[src/rtl/sr_pkg.sv]
// Shared types for the SR command sequencer.
//   state_t : sequencer FSM state (IDLE -> DRIVE -> GAP -> IDLE)
//   cmd_t   : command kind carried through arbitration and the pending slot
//   arbitrate() : picks the surviving command when set/clear events coincide
package sr_pkg;

  typedef enum logic [1:0] {
    IDLE  = 2'd0,
    DRIVE = 2'd1,
    GAP   = 2'd2
  } state_t;

  typedef enum logic {
    CMD_SET = 1'b0,
    CMD_CLR = 1'b1
  } cmd_t;

  // Only meaningful when at least one event is present; with a single event
  // that event's command is returned, with both the priority input decides.
  function automatic cmd_t arbitrate(input logic set_evt,
                                     input logic clr_evt,
                                     input logic set_wins);
    cmd_t c;
    if (set_evt && clr_evt) begin
      c = set_wins ? CMD_SET : CMD_CLR;
    end else if (set_evt) begin
      c = CMD_SET;
    end else begin
      c = CMD_CLR;
    end
    return c;
  endfunction

endpackage

[src/rtl/sr_cmd_sequencer_if.sv]
// Signal bundle between the request source / SR stage and the sequencer.
//   set_in, clr_in : raw asynchronous requests (driven by master)
//   s, r           : registered drives to the SR stage
//   busy           : sequencer not idle
//   shadow_q       : value the SR stage is expected to hold
//   conflict       : one-cycle flag, set and clear events coincided
//   overrun        : one-cycle flag, pending slot overwritten
//   conflict_cnt   : saturating conflict counter
interface sr_cmd_sequencer_if #(
  parameter int CNT_W = 8
) ();

  logic             set_in;
  logic             clr_in;
  logic             s;
  logic             r;
  logic             busy;
  logic             shadow_q;
  logic             conflict;
  logic             overrun;
  logic [CNT_W-1:0] conflict_cnt;

  modport master (
    output set_in, clr_in,
    input  s, r, busy, shadow_q, conflict, overrun, conflict_cnt
  );

  modport slave (
    input  set_in, clr_in,
    output s, r, busy, shadow_q, conflict, overrun, conflict_cnt
  );

endinterface

[src/rtl/sr_debounce.sv]
// Input conditioning for one raw request line.
//   clk, rst_n : clock, asynchronous active-low reset
//   din        : raw asynchronous request
//   rise       : one-cycle registered pulse on a rising edge of the
//                debounced level
// The debounced level flips only after the synchronised input has disagreed
// with it for DEBOUNCE_CYCLES consecutive cycles; any agreeing cycle restarts
// the count.
module sr_debounce #(
  parameter int SYNC_STAGES     = 2,
  parameter int DEBOUNCE_CYCLES = 4
) (
  input  logic clk,
  input  logic rst_n,
  input  logic din,
  output logic rise
);

  localparam int DB_W = (DEBOUNCE_CYCLES > 1) ? $clog2(DEBOUNCE_CYCLES) : 1;
  localparam logic [DB_W-1:0] DB_LAST = DB_W'(DEBOUNCE_CYCLES - 1);

  logic [SYNC_STAGES-1:0] sync_q, sync_d;
  logic [DB_W-1:0]        cnt_q, cnt_d;
  logic                   db_q, db_d;
  logic                   db_dly_q;
  logic                   rise_q, rise_d;
  logic                   synced;

  assign sync_d[0] = din;
  for (genvar gi = 1; gi < SYNC_STAGES; gi++) begin : g_sync
    assign sync_d[gi] = sync_q[gi-1];
  end

  assign synced = sync_q[SYNC_STAGES-1];

  always_comb begin
    db_d  = db_q;
    cnt_d = '0;
    if (synced != db_q) begin
      if (cnt_q == DB_LAST) begin
        db_d = ~db_q;
      end else begin
        cnt_d = cnt_q + DB_W'(1);
      end
    end
    // Registered edge detect: the event appears the cycle after the level flips.
    rise_d = db_q & ~db_dly_q;
  end

  always_ff @(posedge clk or negedge rst_n) begin
    if (!rst_n) begin
      sync_q   <= '0;
      cnt_q    <= '0;
      db_q     <= 1'b0;
      db_dly_q <= 1'b0;
      rise_q   <= 1'b0;
    end else begin
      sync_q   <= sync_d;
      cnt_q    <= cnt_d;
      db_q     <= db_d;
      db_dly_q <= db_q;
      rise_q   <= rise_d;
    end
  end

  assign rise = rise_q;

endmodule

[src/rtl/sr_cmd_sequencer.sv]
// Upstream driver for an SR flip-flop stage.
//   clk, rst_n : clock, asynchronous active-low reset
//   bus        : slave side of sr_cmd_sequencer_if (raw requests in; s/r
//                drives, busy, shadow, conflict/overrun flags and the
//                saturating conflict counter out)
// Raw set/clear requests are synchronised and debounced, their rising edges
// become events, simultaneous events are arbitrated, and the winner is issued
// as a PULSE_CYCLES-wide pulse on s or r followed by GAP_CYCLES of quiet.
// One pending slot absorbs an event arriving while a command is in flight.
module sr_cmd_sequencer
  import sr_pkg::*;
#(
  parameter int SYNC_STAGES     = 2,
  parameter int DEBOUNCE_CYCLES = 4,
  parameter int PULSE_CYCLES    = 1,
  parameter int GAP_CYCLES      = 1,
  parameter int SET_PRIORITY    = 1,
  parameter int CNT_W           = 8
) (
  input  logic                clk,
  input  logic                rst_n,
  sr_cmd_sequencer_if.slave   bus
);

  localparam int PH_MAX = (PULSE_CYCLES > GAP_CYCLES) ? PULSE_CYCLES : GAP_CYCLES;
  localparam int PH_W   = (PH_MAX > 1) ? $clog2(PH_MAX) : 1;
  localparam logic [PH_W-1:0] PULSE_LAST = PH_W'(PULSE_CYCLES - 1);
  localparam logic [PH_W-1:0] GAP_LAST   = PH_W'(GAP_CYCLES - 1);
  localparam logic            SET_WINS   = (SET_PRIORITY != 0);

  // Index 0 carries the set request, index 1 the clear request.
  logic [1:0] raw_in;
  logic [1:0] evt;
  logic       set_evt, clr_evt, any_evt;
  cmd_t       win_cmd;

  assign raw_in = {bus.clr_in, bus.set_in};

  for (genvar gi = 0; gi < 2; gi++) begin : g_db
    sr_debounce #(
      .SYNC_STAGES     (SYNC_STAGES),
      .DEBOUNCE_CYCLES (DEBOUNCE_CYCLES)
    ) u_db (
      .clk   (clk),
      .rst_n (rst_n),
      .din   (raw_in[gi]),
      .rise  (evt[gi])
    );
  end

  assign set_evt = evt[0];
  assign clr_evt = evt[1];
  assign any_evt = set_evt | clr_evt;
  assign win_cmd = arbitrate(set_evt, clr_evt, SET_WINS);

  state_t           state_q, state_d;
  logic [PH_W-1:0]  ph_cnt_q, ph_cnt_d;
  cmd_t             cmd_q, cmd_d;
  logic             s_q, s_d;
  logic             r_q, r_d;
  logic             shadow_q, shadow_d;
  logic             pend_valid_q, pend_valid_d;
  cmd_t             pend_cmd_q, pend_cmd_d;
  logic             conflict_q, conflict_d;
  logic             overrun_q, overrun_d;
  logic [CNT_W-1:0] conflict_cnt_q, conflict_cnt_d;
  logic             launch;
  cmd_t             launch_cmd;

  always_comb begin
    state_d        = state_q;
    ph_cnt_d       = ph_cnt_q;
    cmd_d          = cmd_q;
    shadow_d       = shadow_q;
    pend_valid_d   = pend_valid_q;
    pend_cmd_d     = pend_cmd_q;
    s_d            = 1'b0;
    r_d            = 1'b0;
    overrun_d      = 1'b0;
    launch         = 1'b0;
    launch_cmd     = CMD_SET;
    conflict_d     = set_evt & clr_evt;
    conflict_cnt_d = conflict_cnt_q;
    if (conflict_d && (conflict_cnt_q != '1)) begin
      conflict_cnt_d = conflict_cnt_q + CNT_W'(1);
    end

    unique case (state_q)
      IDLE: begin
        if (pend_valid_q) begin
          // The older pending command goes first; a same-cycle event takes
          // the freed slot without counting as an overrun.
          launch     = 1'b1;
          launch_cmd = pend_cmd_q;
          pend_valid_d = any_evt;
          if (any_evt) begin
            pend_cmd_d = win_cmd;
          end
        end else if (any_evt) begin
          launch     = 1'b1;
          launch_cmd = win_cmd;
        end
      end
      DRIVE: begin
        if (ph_cnt_q == PULSE_LAST) begin
          state_d  = GAP;
          ph_cnt_d = '0;
        end else begin
          ph_cnt_d = ph_cnt_q + PH_W'(1);
          s_d      = (cmd_q == CMD_SET);
          r_d      = (cmd_q == CMD_CLR);
        end
      end
      GAP: begin
        if (ph_cnt_q == GAP_LAST) begin
          state_d  = IDLE;
          ph_cnt_d = '0;
        end else begin
          ph_cnt_d = ph_cnt_q + PH_W'(1);
        end
      end
      default: begin
        state_d  = IDLE;
        ph_cnt_d = '0;
      end
    endcase

    // While a command is in flight the winner is parked; latest event wins.
    if ((state_q != IDLE) && any_evt) begin
      pend_valid_d = 1'b1;
      pend_cmd_d   = win_cmd;
      overrun_d    = pend_valid_q;
    end

    if (launch) begin
      state_d  = DRIVE;
      ph_cnt_d = '0;
      cmd_d    = launch_cmd;
      s_d      = (launch_cmd == CMD_SET);
      r_d      = (launch_cmd == CMD_CLR);
      shadow_d = (launch_cmd == CMD_SET);
    end
  end

  always_ff @(posedge clk or negedge rst_n) begin
    if (!rst_n) begin
      state_q        <= IDLE;
      ph_cnt_q       <= '0;
      cmd_q          <= CMD_SET;
      s_q            <= 1'b0;
      r_q            <= 1'b0;
      shadow_q       <= 1'b0;
      pend_valid_q   <= 1'b0;
      pend_cmd_q     <= CMD_SET;
      conflict_q     <= 1'b0;
      overrun_q      <= 1'b0;
      conflict_cnt_q <= '0;
    end else begin
      state_q        <= state_d;
      ph_cnt_q       <= ph_cnt_d;
      cmd_q          <= cmd_d;
      s_q            <= s_d;
      r_q            <= r_d;
      shadow_q       <= shadow_d;
      pend_valid_q   <= pend_valid_d;
      pend_cmd_q     <= pend_cmd_d;
      conflict_q     <= conflict_d;
      overrun_q      <= overrun_d;
      conflict_cnt_q <= conflict_cnt_d;
    end
  end

  assign bus.s            = s_q;
  assign bus.r            = r_q;
  assign bus.busy         = (state_q != IDLE);
  assign bus.shadow_q     = shadow_q;
  assign bus.conflict     = conflict_q;
  assign bus.overrun      = overrun_q;
  assign bus.conflict_cnt = conflict_cnt_q;

endmodule
[src/flat_wrapper.sv]
// flat-port wrapper written by rule: the top's interface ports become plain ports
module sr_cmd_sequencer_flat import sr_pkg::*;
#(
  parameter int SYNC_STAGES     = 2,
  parameter int DEBOUNCE_CYCLES = 4,
  parameter int PULSE_CYCLES    = 1,
  parameter int GAP_CYCLES      = 1,
  parameter int SET_PRIORITY    = 1,
  parameter int CNT_W           = 8
)
  (clk, rst_n, bus_set_in, bus_clr_in, bus_s, bus_r, bus_busy, bus_shadow_q, bus_conflict, bus_overrun, bus_conflict_cnt);
  sr_cmd_sequencer_if #(.CNT_W(CNT_W)) bus_i ();
  input  logic clk;
  input  logic rst_n;
  input wire logic [$bits(bus_i.set_in)-1:0] bus_set_in;
  input wire logic [$bits(bus_i.clr_in)-1:0] bus_clr_in;
  output wire logic [$bits(bus_i.s)-1:0] bus_s;
  output wire logic [$bits(bus_i.r)-1:0] bus_r;
  output wire logic [$bits(bus_i.busy)-1:0] bus_busy;
  output wire logic [$bits(bus_i.shadow_q)-1:0] bus_shadow_q;
  output wire logic [$bits(bus_i.conflict)-1:0] bus_conflict;
  output wire logic [$bits(bus_i.overrun)-1:0] bus_overrun;
  output wire logic [$bits(bus_i.conflict_cnt)-1:0] bus_conflict_cnt;
  assign bus_i.set_in = bus_set_in;
  assign bus_i.clr_in = bus_clr_in;
  assign bus_s = bus_i.s;
  assign bus_r = bus_i.r;
  assign bus_busy = bus_i.busy;
  assign bus_shadow_q = bus_i.shadow_q;
  assign bus_conflict = bus_i.conflict;
  assign bus_overrun = bus_i.overrun;
  assign bus_conflict_cnt = bus_i.conflict_cnt;
  sr_cmd_sequencer #(.SYNC_STAGES(SYNC_STAGES), .DEBOUNCE_CYCLES(DEBOUNCE_CYCLES), .PULSE_CYCLES(PULSE_CYCLES), .GAP_CYCLES(GAP_CYCLES), .SET_PRIORITY(SET_PRIORITY), .CNT_W(CNT_W)) u_core (.clk(clk), .rst_n(rst_n), .bus(bus_i));
endmodule
[config.mk]
export PLATFORM = sky130hd
export DESIGN_NAME = sr_cmd_sequencer_flat
export DESIGN_NICKNAME = d
export VERILOG_FILES = /design/src/rtl/sr_pkg.sv /design/src/rtl/sr_cmd_sequencer_if.sv /design/src/rtl/sr_debounce.sv /design/src/rtl/sr_cmd_sequencer.sv /design/src/flat_wrapper.sv
export SDC_FILE = /design/constraint.sdc
export NUM_CORES = 1
export LEC_CHECK = 0
export CAP_MARGIN = 25
export CORE_ASPECT_RATIO = 0.9
export CORE_UTILIZATION = 50
export CTS_BUF_LIST = sky130_fd_sc_hd__clkbuf_8
export DETAILED_ROUTE_END_ITERATION = 16
export DONT_BUFFER_PORTS = 1
export GPL_TIMING_DRIVEN = 1
export HOLD_SLACK_MARGIN = 0.08
export MAX_ROUTING_LAYER = met4
export PLACE_DENSITY_LB_ADDON = 0.15
export SYNTH_ARGS = -nofsm -noshare
export SYNTH_HDL_FRONTEND = slang
export SYNTH_SLANG_ARGS = --single-unit
[constraint.sdc]
create_clock -name clk -period 2.9 [get_ports clk]
set_input_delay 0.435 -clock clk [delete_from_list [all_inputs] [get_ports clk]]
set_output_delay 0.435 -clock clk [all_outputs]
set_load 0.02 [all_outputs]
# After elaboration in Yosys (flattened, before gate mapping)
# Index checks and enable logic that the tools add are counted.
dict set report word_totals {
  register_bits 33
  output_inout_bits 14
}
dict set report classes {
  add_sub_neg 4
  n_eq_ne 10
  n_mux 33
  bitwise_logic 10
  n_reduce_logical 13
}
# cell count
set op_table {}
lappend op_table {{$mux W1} 24}
lappend op_table {{$mux W2} 7}
lappend op_table {{$add A8 B1 Y8 const B} 1}
lappend op_table {{$ne A8 B8 Y1 const B} 1}
lappend op_table {{$reduce_bool A2 Y1} 4}
lappend op_table {{$eq A2 B2 Y1 const B} 3}
lappend op_table {{$ne A3 B3 Y1 const B} 2}
lappend op_table {{$not A1 Y1} 6}
lappend op_table {{$pmux W2 S3} 1}
lappend op_table {{$reduce_and A3 Y1} 2}
lappend op_table {{$add A2 B1 Y2 const B} 2}
lappend op_table {{$reduce_and A2 Y1} 2}
lappend op_table {{$and A1 B1 Y1} 3}
lappend op_table {{$logic_and A1 B1 Y1} 3}
lappend op_table {{$eq A2 B1 Y1 const B} 1}
lappend op_table {{$logic_not A2 Y1} 1}
lappend op_table {{$ne A1 B1 Y1} 2}
lappend op_table {{$ne A2 B1 Y1 const B} 1}
lappend op_table {{$pmux W1 S2} 1}
lappend op_table {{$reduce_or A2 Y1} 1}
lappend op_table {{$add A1 B1 Y1 const B} 1}
lappend op_table {{$or A1 B1 Y1} 1}

# Logic depth before layout (Yosys ltp)
# Gate-level depths: netlist (run 1).
dict set report depth {
  ltp_word 7
  mapped_depth 5
  mapped_depth_nobuf 5
}

# Cells and area by module
# Synthesis (run 1) repeated with hierarchy kept, for this count alone.
dict set report unflattened {
  hier_cells 94
  hier_area_um2 1211.2
}
# mod n_inst cells_per_inst area_per_inst_um2 seq_area_each_um2
set modules_own_cells {}
lappend modules_own_cells {sr_cmd_sequencer 1 68 750.7 425.4}
lappend modules_own_cells {sr_debounce 2 13 230.2 175.2}

# Worst setup path before layout (run 1)
# OpenSTA, ideal clock, no wires.
dict set report synth_timing {
  path_type {register -> register}
  startpoint {register u_core.conflict_cnt_q[0] (netlist: u_core.bus.conflict_cnt[0])}
  endpoint {register u_core.conflict_cnt_q[1] (netlist: u_core.bus.conflict_cnt[1])}
  t_arrival_ns 1.476
  required_time_ns 2.775
  path_slack_ns 1.299
  stages_incl_launch_ff 6
  n_path_buf 0
  cell_sequence {dfrtp_1 ha_1 and3_1 nand2_1 nand2_1 mux2_2}
}
dict set report synth_via {
  elab_chain_len 2
  elab_cells_between_ends 3
  classes_between {1 x add/sub; 1 x eq/ne; 1 x reduce/logical}
}
# element line_no
set synth_lines {}
lappend synth_lines {{from (decl)} sr_cmd_sequencer.sv:66} ;# logic [CNT_W-1:0] conflict_cnt_q, conflict_cnt_d;
lappend synth_lines {{from (signal assigned)} sr_cmd_sequencer.sv:169} ;# conflict_cnt_q <= conflict_cnt_d;
lappend synth_lines {{branches (longest 2 deep; another with $add A8 B1 Y8)} -}
# Several ways; the timed one is not identified.
# A chain may end at the register's enable or synchronous reset.

# Final worst setup path (run 1)
# Same ends and word-level chain as after synthesis.

==> run metrics, run 1 <==
outcome completed; hold_sp bus_set_in; Hold Vio Cnt, Final 0; CTS Buffer Depth 2; clock period minus worst slack 1.71 ns; root buffer cell clkbuf_8; clk_lat worst skew 0.28 ns; Die H 48.6 um; hold path depth 0; Pre-antenna DRT Iters 3; total grt overflow 0; Synth area leader dfrtp_1; achievable clock frequency 583 MHz; Worst-Margin Slew 0.358 ns; RSZ-0062 raised after global routing no; Starting Density 54.2%; Worst setup SP type flip-flop; Commonest cells post-synth dfrtp_1 (31), a21oi_1 (10), nor2_1 (9); setup bufs post-CTS 0; Min-Delay Endpoint u_core.g_db[0].u_db.sync_q[0]; drt drc 0; die area 0.00261 mm2; HPWL after DPL 1100 um; post-synth top area share 64.4%; Register-to-Register Path Depth 5; Cell Area, Synth 0.00120 mm2; Int Pwr 0.000925 W; Leakage 0.626 nW; warnings from Yosys 0; vias per cell 5.35; vias in the first global route 666; IO Count 18; syn_nets 102; Avg Cell Area, Syn 12.7 um2; Placer Congestion 0.814; antenna cells 0; CTS tree built; count of cell types in the netlist 26; area grow syn2layout 12.7%; crit-path max FO 5; Cell Rows 16; hold slack final 0.179 ns; Worst Skew 0.00384 ns; CP Capture Type flip-flop; fin. max-slew vios 0; asr flop ratio synth 100%; ratio of cells with drive above 1 in the final layout 13.5%; nets@finish 110; synth top area cells dfrtp_1 (64%), a21oi_1 (4.2%), mux2_2 (3.7%); R2R Setup Slk 1.19 ns; #FFs+latches synth 31; max_slew headroom 76.1%; Worst VDD drop 0.000566 V; number of synthesized flops with an enable pin 0; Post-DRT Antenna Nets 0; synthesized instance count 95; power density over the cells 1030 mW/mm2; final setup TNS 0 ns; most instantiated library cell after synthesis dfrtp_1; WS Path Type flip-flop to flip-flop; MaxCap Viol Count 0; clock network power share 25.8%; initial antenna violation count 0; CP arrival 1.87 ns; Final period util 59.1%; clk slew on worst S/H paths 0.06 ns; Tot GR Track Use 17.5%; Combinational Power Share 20.5%; # resized after CTS 0; Hold Path Class input pin to flip-flop; Flop pwr share 53.7%; Vias 701; reg2reg end u_core.bus.conflict_cnt[1]; Routed WL 1710 um; Port Buffer Count 0; die width 53.7 um; register area share after synthesis 64.4%; Core Box Area 0.00222 mm2; wire length per cell 13.0 um; CP Data Required Time 3.06 ns; Synth Flop Type dfrtp_1; total power draw 0.00139 W; Iter 0 DRT Violations 11; htree depth 2; CTS Buf Count 5; pin count of the biggest net entering global routing 32; Setup violations, final 0; reg-to-reg startpoint u_core.bus.conflict_cnt[0]; clock sink count 31; first-pass GRT wire length 2950 um; switching share of power 33.7%; Psw 0.000470 W
-- critical path, stage by stage (launching register included) --
cell and delay, ns:
dfrtp_1 0.54, ha_1 0.27, and3_1 0.25, nand2_1 0.08
nand2_1 0.11, mux2_2 0.34
-- power groups by stage --
stage	clock [W]	combinational [W]	sequential [W]
2_1_floorplan	0	0.000249	0.000729
3_3_place_gp	0	0.000271	0.000752
3_5_place_dp	0	0.000277	0.000760
4_1_cts	0.000375	0.000291	0.000752
5_1_grt	0.000397	0.000335	0.000776
6_report	0.000360	0.000285	0.000749
-- cell usage in the layout (no fill, tap or decap), types with 2 or more instances in the layout --
cell | netlist | routed
mux2i_1 | 2 | 2
nor3_1 | 3 | 3
xnor2_1 | 3 | 3
a21oi_1 | 10 | 10
nor2_1 | 9 | 9
inv_1 | 2 | 3
nand2_1 | 7 | 7
clkbuf_8 | 0 | 7
dfrtp_1 | 31 | 31
nand4_1 | 2 | 2
ha_1 | 3 | 3
nor2b_1 | 5 | 5
mux2_2 | 4 | 4
-- cell type report --
| class | count | area [um2] |
|---|---|---|
| inverter | 2 | 7.51 |
| fill | 181 | 865 |
| timing repair buffer | 2 | 30.0 |
| clock buffer | 7 | 96.3 |
| multi-input combinational | 61 | 410 |
| clock inverter | 1 | 3.75 |
| sequential | 31 | 776 |
| tap | 27 | 33.8 |
-- cell families (layout without fill, tap and decap cells) --
| family | count (synthesis) | after routing | share of synthesized area (%) |
|---|---|---|---|
| simple gates | 34 | 34 | 16.2 |
| flops | 31 | 31 | 64.4 |
| compound gates | 14 | 14 | 6.44 |
| mux | 6 | 6 | 5.40 |
| xor+xnor | 4 | 4 | 2.91 |
| fa+ha+maj | 3 | 3 | 3.12 |
| buf+inv | 3 | 12 | 1.56 |
-- worst max-delay path by stage --
| stage | startpoint | end | slack, ns | cells after the start |
|---|---|---|---|---|
| final | u_core.bus.conflict_cnt[0] | u_core.bus.conflict_cnt[1] | 1.19 | 5 |
| after global routing | u_core.bus.conflict_cnt[0] | u_core.bus.conflict_cnt[1] | 1.06 | 5 |
| after CTS | u_core.bus.conflict_cnt[0] | u_core.bus.conflict_cnt[1] | 1.17 | 5 |
| after detailed placement | u_core.bus.conflict_cnt[0] | u_core.bus.conflict_cnt[1] | 1.19 | 5 |
| after global placement | u_core.bus.conflict_cnt[0] | u_core.bus.conflict_cnt[1] | 1.22 | 5 |
| after floorplan | u_core.bus.conflict_cnt[0] | u_core.bus.conflict_cnt[1] | 1.30 | 5 |
-- state kept, by name (all words and copies together), names as in the netlist, 2 cells and up --
signal	flops
u_core.g_db.u_db.cnt_q	4
u_core.g_db.u_db.db_q	2
u_core.g_db.u_db.sync_q	4
u_core.g_db.u_db.rise	2
u_core.g_db.u_db.db_dly_q	2
u_core.state_q	2
u_core.bus.conflict_cnt	8
-- metal layers --
metal  global-route usage (%)  part of all wire (%)  routed length [um]
met1                     22.5                    49                 841
met2                     19.8                    42                 722
met3                     10.7                   6.4                 110
met4                     11.8                   2.0                  34
met5                        -                     0                   0
-- through the flow --
stage | utilization, % | std cells | setup WS [ns] | instance area, um2
after floorplan | - | 95 | 1.30 | 1200
after global routing | 61.1 | 131 | 1.06 | 1360
after detailed placement | 55.2 | 121 | 1.19 | 1230
after CTS | 61.1 | 131 | 1.17 | 1360
after global placement | 55.2 | 121 | 1.22 | 1230
final | 61.1 | 131 | 1.19 | 1360
-- repair_timing --
action,in CTS,in global routing
hold endpoints to repair,31,0
endpoints found under the setup margin,0,0
hold buffers,2,0
No activity file was read; power rests on OpenSTA's default activity.
==> run 2: changes to the inputs <==
clock period = 1.5 ns   (was 2.9 ns; I/O delays follow)
==> run 2 against run 1 <==
Sequential power rose by 78%. Worst setup slack lost 1.1 ns. Wire length up 6.4%. Critical path depth is the same. Design area grew 7.7%. Final cell count is 9.2% higher. Non-clock buffer count rose by 12. First-iteration DRC count decreased by 18%. Register-to-register slack worse by 1.1 ns. Worst hold slack better by 0.17 ns. Critical path type unchanged. Critical endpoint unchanged.
==> run metrics, run 2 (synthesis gave the netlist of run 1 again) <==
CTS tree built; die area 0.00261 mm2; drt drc 0; first-pass GRT wire length 3230 um; Port Buffer Count 0; htree depth 2; fin. max-slew vios 0; MaxCap Viol Count 0; Tot GR Track Use 19.4%; power density over the cells 1930 mW/mm2; nets@finish 122; Combinational Power Share 28.1%; max_slew headroom 76.9%; crit-path max FO 5; Placer Congestion 0.822; vias in the first global route 741; die width 53.7 um; worst path bufs/invs 0; Fill cells 165; achievable clock frequency 713 MHz; clk_lat worst skew 0.28 ns; Vias 753; initial antenna violation count 0; Setup Slack @ Placement 0.105 ns; Die H 48.6 um; CP Capture Type flip-flop; IO Count 18; clock network power share 24.7%; max reg flops 8; Leakage 0.681 nW; Worst Skew 0.00521 ns; Psw 0.000940 W; switching share of power 33.3%; Multi-input gate area 418 um2; # resized after CTS 0; cell chain of the critical path ha_2, and3_4, nand2_1, nand2_1, mux2_2; clock period minus worst slack 1.40 ns; Hold Path Class flip-flop to flip-flop; Starting Density 54.2%; Final Instance Count excl. Fillers 143; area grow syn2layout 21.4%; hold_buf cts 4; setup bufs post-CTS 0; CP arrival 1.57 ns; outcome completed; Layout Utilization 65.8%; vias per cell 5.27; commonest cells after routing, fill and taps aside dfrtp_1 (29), a21oi_1 (10), buf_4 (10); antenna cells 0; Iter 0 DRT Violations 9; wire length per cell 12.7 um; HPWL after DPL 1180 um; placed cell count 131; CP Data Required Time 1.67 ns; root buffer cell clkbuf_8; Worst setup SP type flip-flop; most common cell after layout, fill and taps aside dfrtp_1; Top delay family on crit path simple AND/OR/NAND/NOR gates; Worst-Margin Slew 0.346 ns; Worst path max stage delay 0.36 ns; RSZ-0062 raised after global routing no; total grt overflow 0; Flop pwr share 47.1%; Worst VDD drop 0.00131 V; Seq. cell area 778 um2; ratio of cells with drive above 1 in the final layout 24.1%; Post-DRT Antenna Nets 0; Core Box Area 0.00222 mm2; Final WS setup 0.0966 ns; clk slew on worst S/H paths 0.06 ns; clock sink count 31; Int Pwr 0.00188 W; Pre-antenna DRT Iters 4; Setup violations, final 0; CTS Buf Count 5; slowest cell on the critical path dfrtp_2; crit-path most repeated cell nand2_1; pin count of the biggest net entering global routing 32; Routed WL 1820 um; final setup TNS 0 ns; WS Path Type flip-flop to flip-flop; CTS Buffer Depth 2; Cell Rows 16; Hold Vio Cnt, Final 0; Final period util 93.6%
==> run 2: cell type report <==
type                       instances  share of cell area, %
clock buffer                       7                   6.59
clock inverter                     1                  0.257
inverter                           2                  0.513
multi-input combinational         61                   28.6
sequential                        31                   53.2
tap                               27                   2.31
timing repair buffer              14                   8.55
==> run 2: worst paths after layout <==
| kind | start | to | slack (ns) | depth (start not counted) |
|---|---|---|---|---|
| max in group asynchronous | rst_n | u_core.bus.conflict_cnt[0] | 0.95 | 2 |
| min reg2reg | u_core.g_db[0].u_db.sync_q[0] | u_core.g_db[0].u_db.sync_q[1] | 0.35 | 0 |
| max reg2reg | u_core.bus.conflict_cnt[0] | u_core.bus.conflict_cnt[1] | 0.1 | 5 |
| min in group asynchronous | rst_n | u_core.bus.conflict_cnt[6] | 0.38 | 2 |
| max | u_core.bus.conflict_cnt[0] | u_core.bus.conflict_cnt[1] | 0.1 | 5 |
| min | u_core.g_db[0].u_db.sync_q[0] | u_core.g_db[0].u_db.sync_q[1] | 0.35 | 0 |
==> run 2: power groups by stage <==
stage	sequential [W]	combinational (W)	clock [W]
final	0.00133	0.000794	0.000699
after global placement	0.00134	0.000750	0
after detailed placement	0.00135	0.000774	0
after global routing	0.00138	0.000896	0.000781
after CTS	0.00133	0.000807	0.000732
after floorplan	0.00142	0.000484	0
==> run 2: stage by stage <==
stage	hold slack (ns)	total power [W]	area (um2)
6_report	0.352	0.00282	1460
5_1_grt	0.377	0.00305	1460
4_1_cts	0.357	0.00287	1460
3_5_place_dp	-0.0701	0.00212	1310
3_3_place_gp	-0.0701	0.00209	1310
2_1_floorplan	-0.0706	0.00190	1210
==> run 2: routing by layer <==
| metal | up-vias | wire length (um) | track usage (%) |
|---|---|---|---|
| met5 | - | 0 | - |
| met4 | 0 | 55 | 11.8 |
| met3 | 5 | 103 | 11.3 |
| met2 | 17 | 760 | 24.7 |
| met1 | 362 | 898 | 23.1 |
| li1 | 369 | - | - |
==> run 3: changes to the inputs <==
PLACE_DENSITY = 0.78   (was default)
PLACE_DENSITY_LB_ADDON = default   (was 0.15)
TNS_END_PERCENT = 1   (was default)
==> run 3 against run 2 <==
Combinational power fell by 5.3%. Global-route usage grew 1.2 points. Critical path depth stayed put. Non-clock buffer count shrank 1. Die area is the same. Highest routed layer unchanged.
==> run metrics, run 3 (synthesis gave the netlist of run 1 again) <==
die width 53.7 um; wire length per cell 14.2 um; crit-path max FO 5; Starting Density 54.2%; Port Buffer Count 0; IO Count 18; Core Box Area 0.00222 mm2; Setup Slack @ Placement 0.114 ns; pin count of the biggest net entering global routing 32; CP Data Required Time 1.67 ns; clock period minus worst slack 1.40 ns; Routed WL 2020 um; commonest cells after routing, fill and taps aside dfrtp_1 (29), a21oi_1 (10), nor2_1 (9), buf_4 (9); Final period util 93.3%; WS Path Type flip-flop to flip-flop; GR Layer Usage met2 27.8%; root buffer cell clkbuf_8; setup bufs post-CTS 0; Worst VDD drop 0.00130 V; most common cell after layout, fill and taps aside dfrtp_1; antenna cells 0; CP Capture Type flip-flop; Vias 757; CTS Buf Count 5; Post-DRT Antenna Nets 0; CP arrival 1.57 ns; placed cell count 130; max reg flops 8; final setup TNS 0 ns; met1 usage 26.4%; Cell Rows 16; first-pass GRT wire length 3550 um; total grt overflow 0; Layout Utilization 65.5%; fin. max-slew vios 0; htree depth 2; Leakage 0.676 nW; Hold Vio Cnt, Final 0; achievable clock frequency 715 MHz; Iter 0 DRT Violations 5; CTS tree built; clk slew on worst S/H paths 0.06 ns; vias per cell 5.33; area grow syn2layout 20.8%; Setup violations, final 0; Tot GR Track Use 20.7%; Final Instance Count excl. Fillers 142; outcome completed; die area 0.00261 mm2; HPWL after DPL 1350 um; max_slew headroom 78.2%; layer with the highest usage met2; M3 GR Usage 7.55%; drt drc 0; Die H 48.6 um; total power draw 0.00281 W; initial antenna violation count 0; clock sink count 31; Final WS setup 0.101 ns; RSZ-0062 raised after global routing no; CTS Buffer Depth 2; clk_lat worst skew 0.28 ns; power density over the cells 1930 mW/mm2; Pre-antenna DRT Iters 4; nets@finish 121; Hold Path Class flip-flop to flip-flop; vias in the first global route 764; MaxCap Viol Count 0; Placer Congestion 0.842; Worst setup SP type flip-flop; Worst-Margin Slew 0.327 ns; Worst Skew 0.00537 ns; ratio of cells with drive above 1 in the final layout 23.5%
==> run 3: changes by cell type in the layout (fill, tap and decap cells not counted), sizes merged <==
cell,before,now
buf,11,10
==> run 3: area by class of cell <==
cell class / instances / area, um2
flip-flops and latches: 31 / 778
clock inverters: 1 / 3.75
inverters: 2 / 7.51
multi-input cells: 61 / 418
repair buffers: 13 / 118
clock buffers: 7 / 96.3
fillers: 177 / 767
well taps: 27 / 33.8
==> run 3: per-layer routing <==
metal	part of all wire [%]	routed length, um	vias up
met5	0	0	-
met4	2.8	57	0
met3	5.2	106	8
met2	46	930	19
met1	46	926	362
li1	-	-	368
==> run 3: what timing repair did <==
item,CTS,global route
hold buffers,4,0
gates resized for setup,0,0
hold endpoints to repair,33,0
==> run 3: worst max-delay path, cell delays in order (launching register included) <==
cell,delay [ns]
dfrtp_2,0.36
ha_2,0.21
and3_4,0.22
nand2_1,0.06
nand2_1,0.11
mux2_2,0.33
==> run 3: metrics by stage <==
stage | instance area, um2 | hold WS, ns
6_report | 1460 | 0.351
5_1_grt | 1460 | 0.365
4_1_cts | 1460 | 0.357
3_5_place_dp | 1310 | -0.0698
3_3_place_gp | 1310 | -0.0697
2_1_floorplan | 1210 | -0.0706
==> run 3: worst paths after layout <==
kind,start,cells after the start,slack (ns),endpoint
worst max-delay path,u_core.bus.conflict_cnt[0],5,0.10,u_core.bus.conflict_cnt[1]
worst min-delay path,u_core.g_db[1].u_db.sync_q[0],0,0.35,u_core.g_db[1].u_db.sync_q[1]
worst max register to register,u_core.bus.conflict_cnt[0],5,0.10,u_core.bus.conflict_cnt[1]
worst min register to register,u_core.g_db[1].u_db.sync_q[0],0,0.35,u_core.g_db[1].u_db.sync_q[1]
max in group asynchronous,rst_n,2,0.94,u_core.bus.conflict_cnt[0]
min in group asynchronous,rst_n,2,0.38,u_core.bus.overrun
==> run 3: power by group <==
group          switching [W]  leakage, nW  internal [W]
clock network       0.000292       0.0557      0.000411
registers           0.000248        0.392       0.00111
logic               0.000413        0.228      0.000339
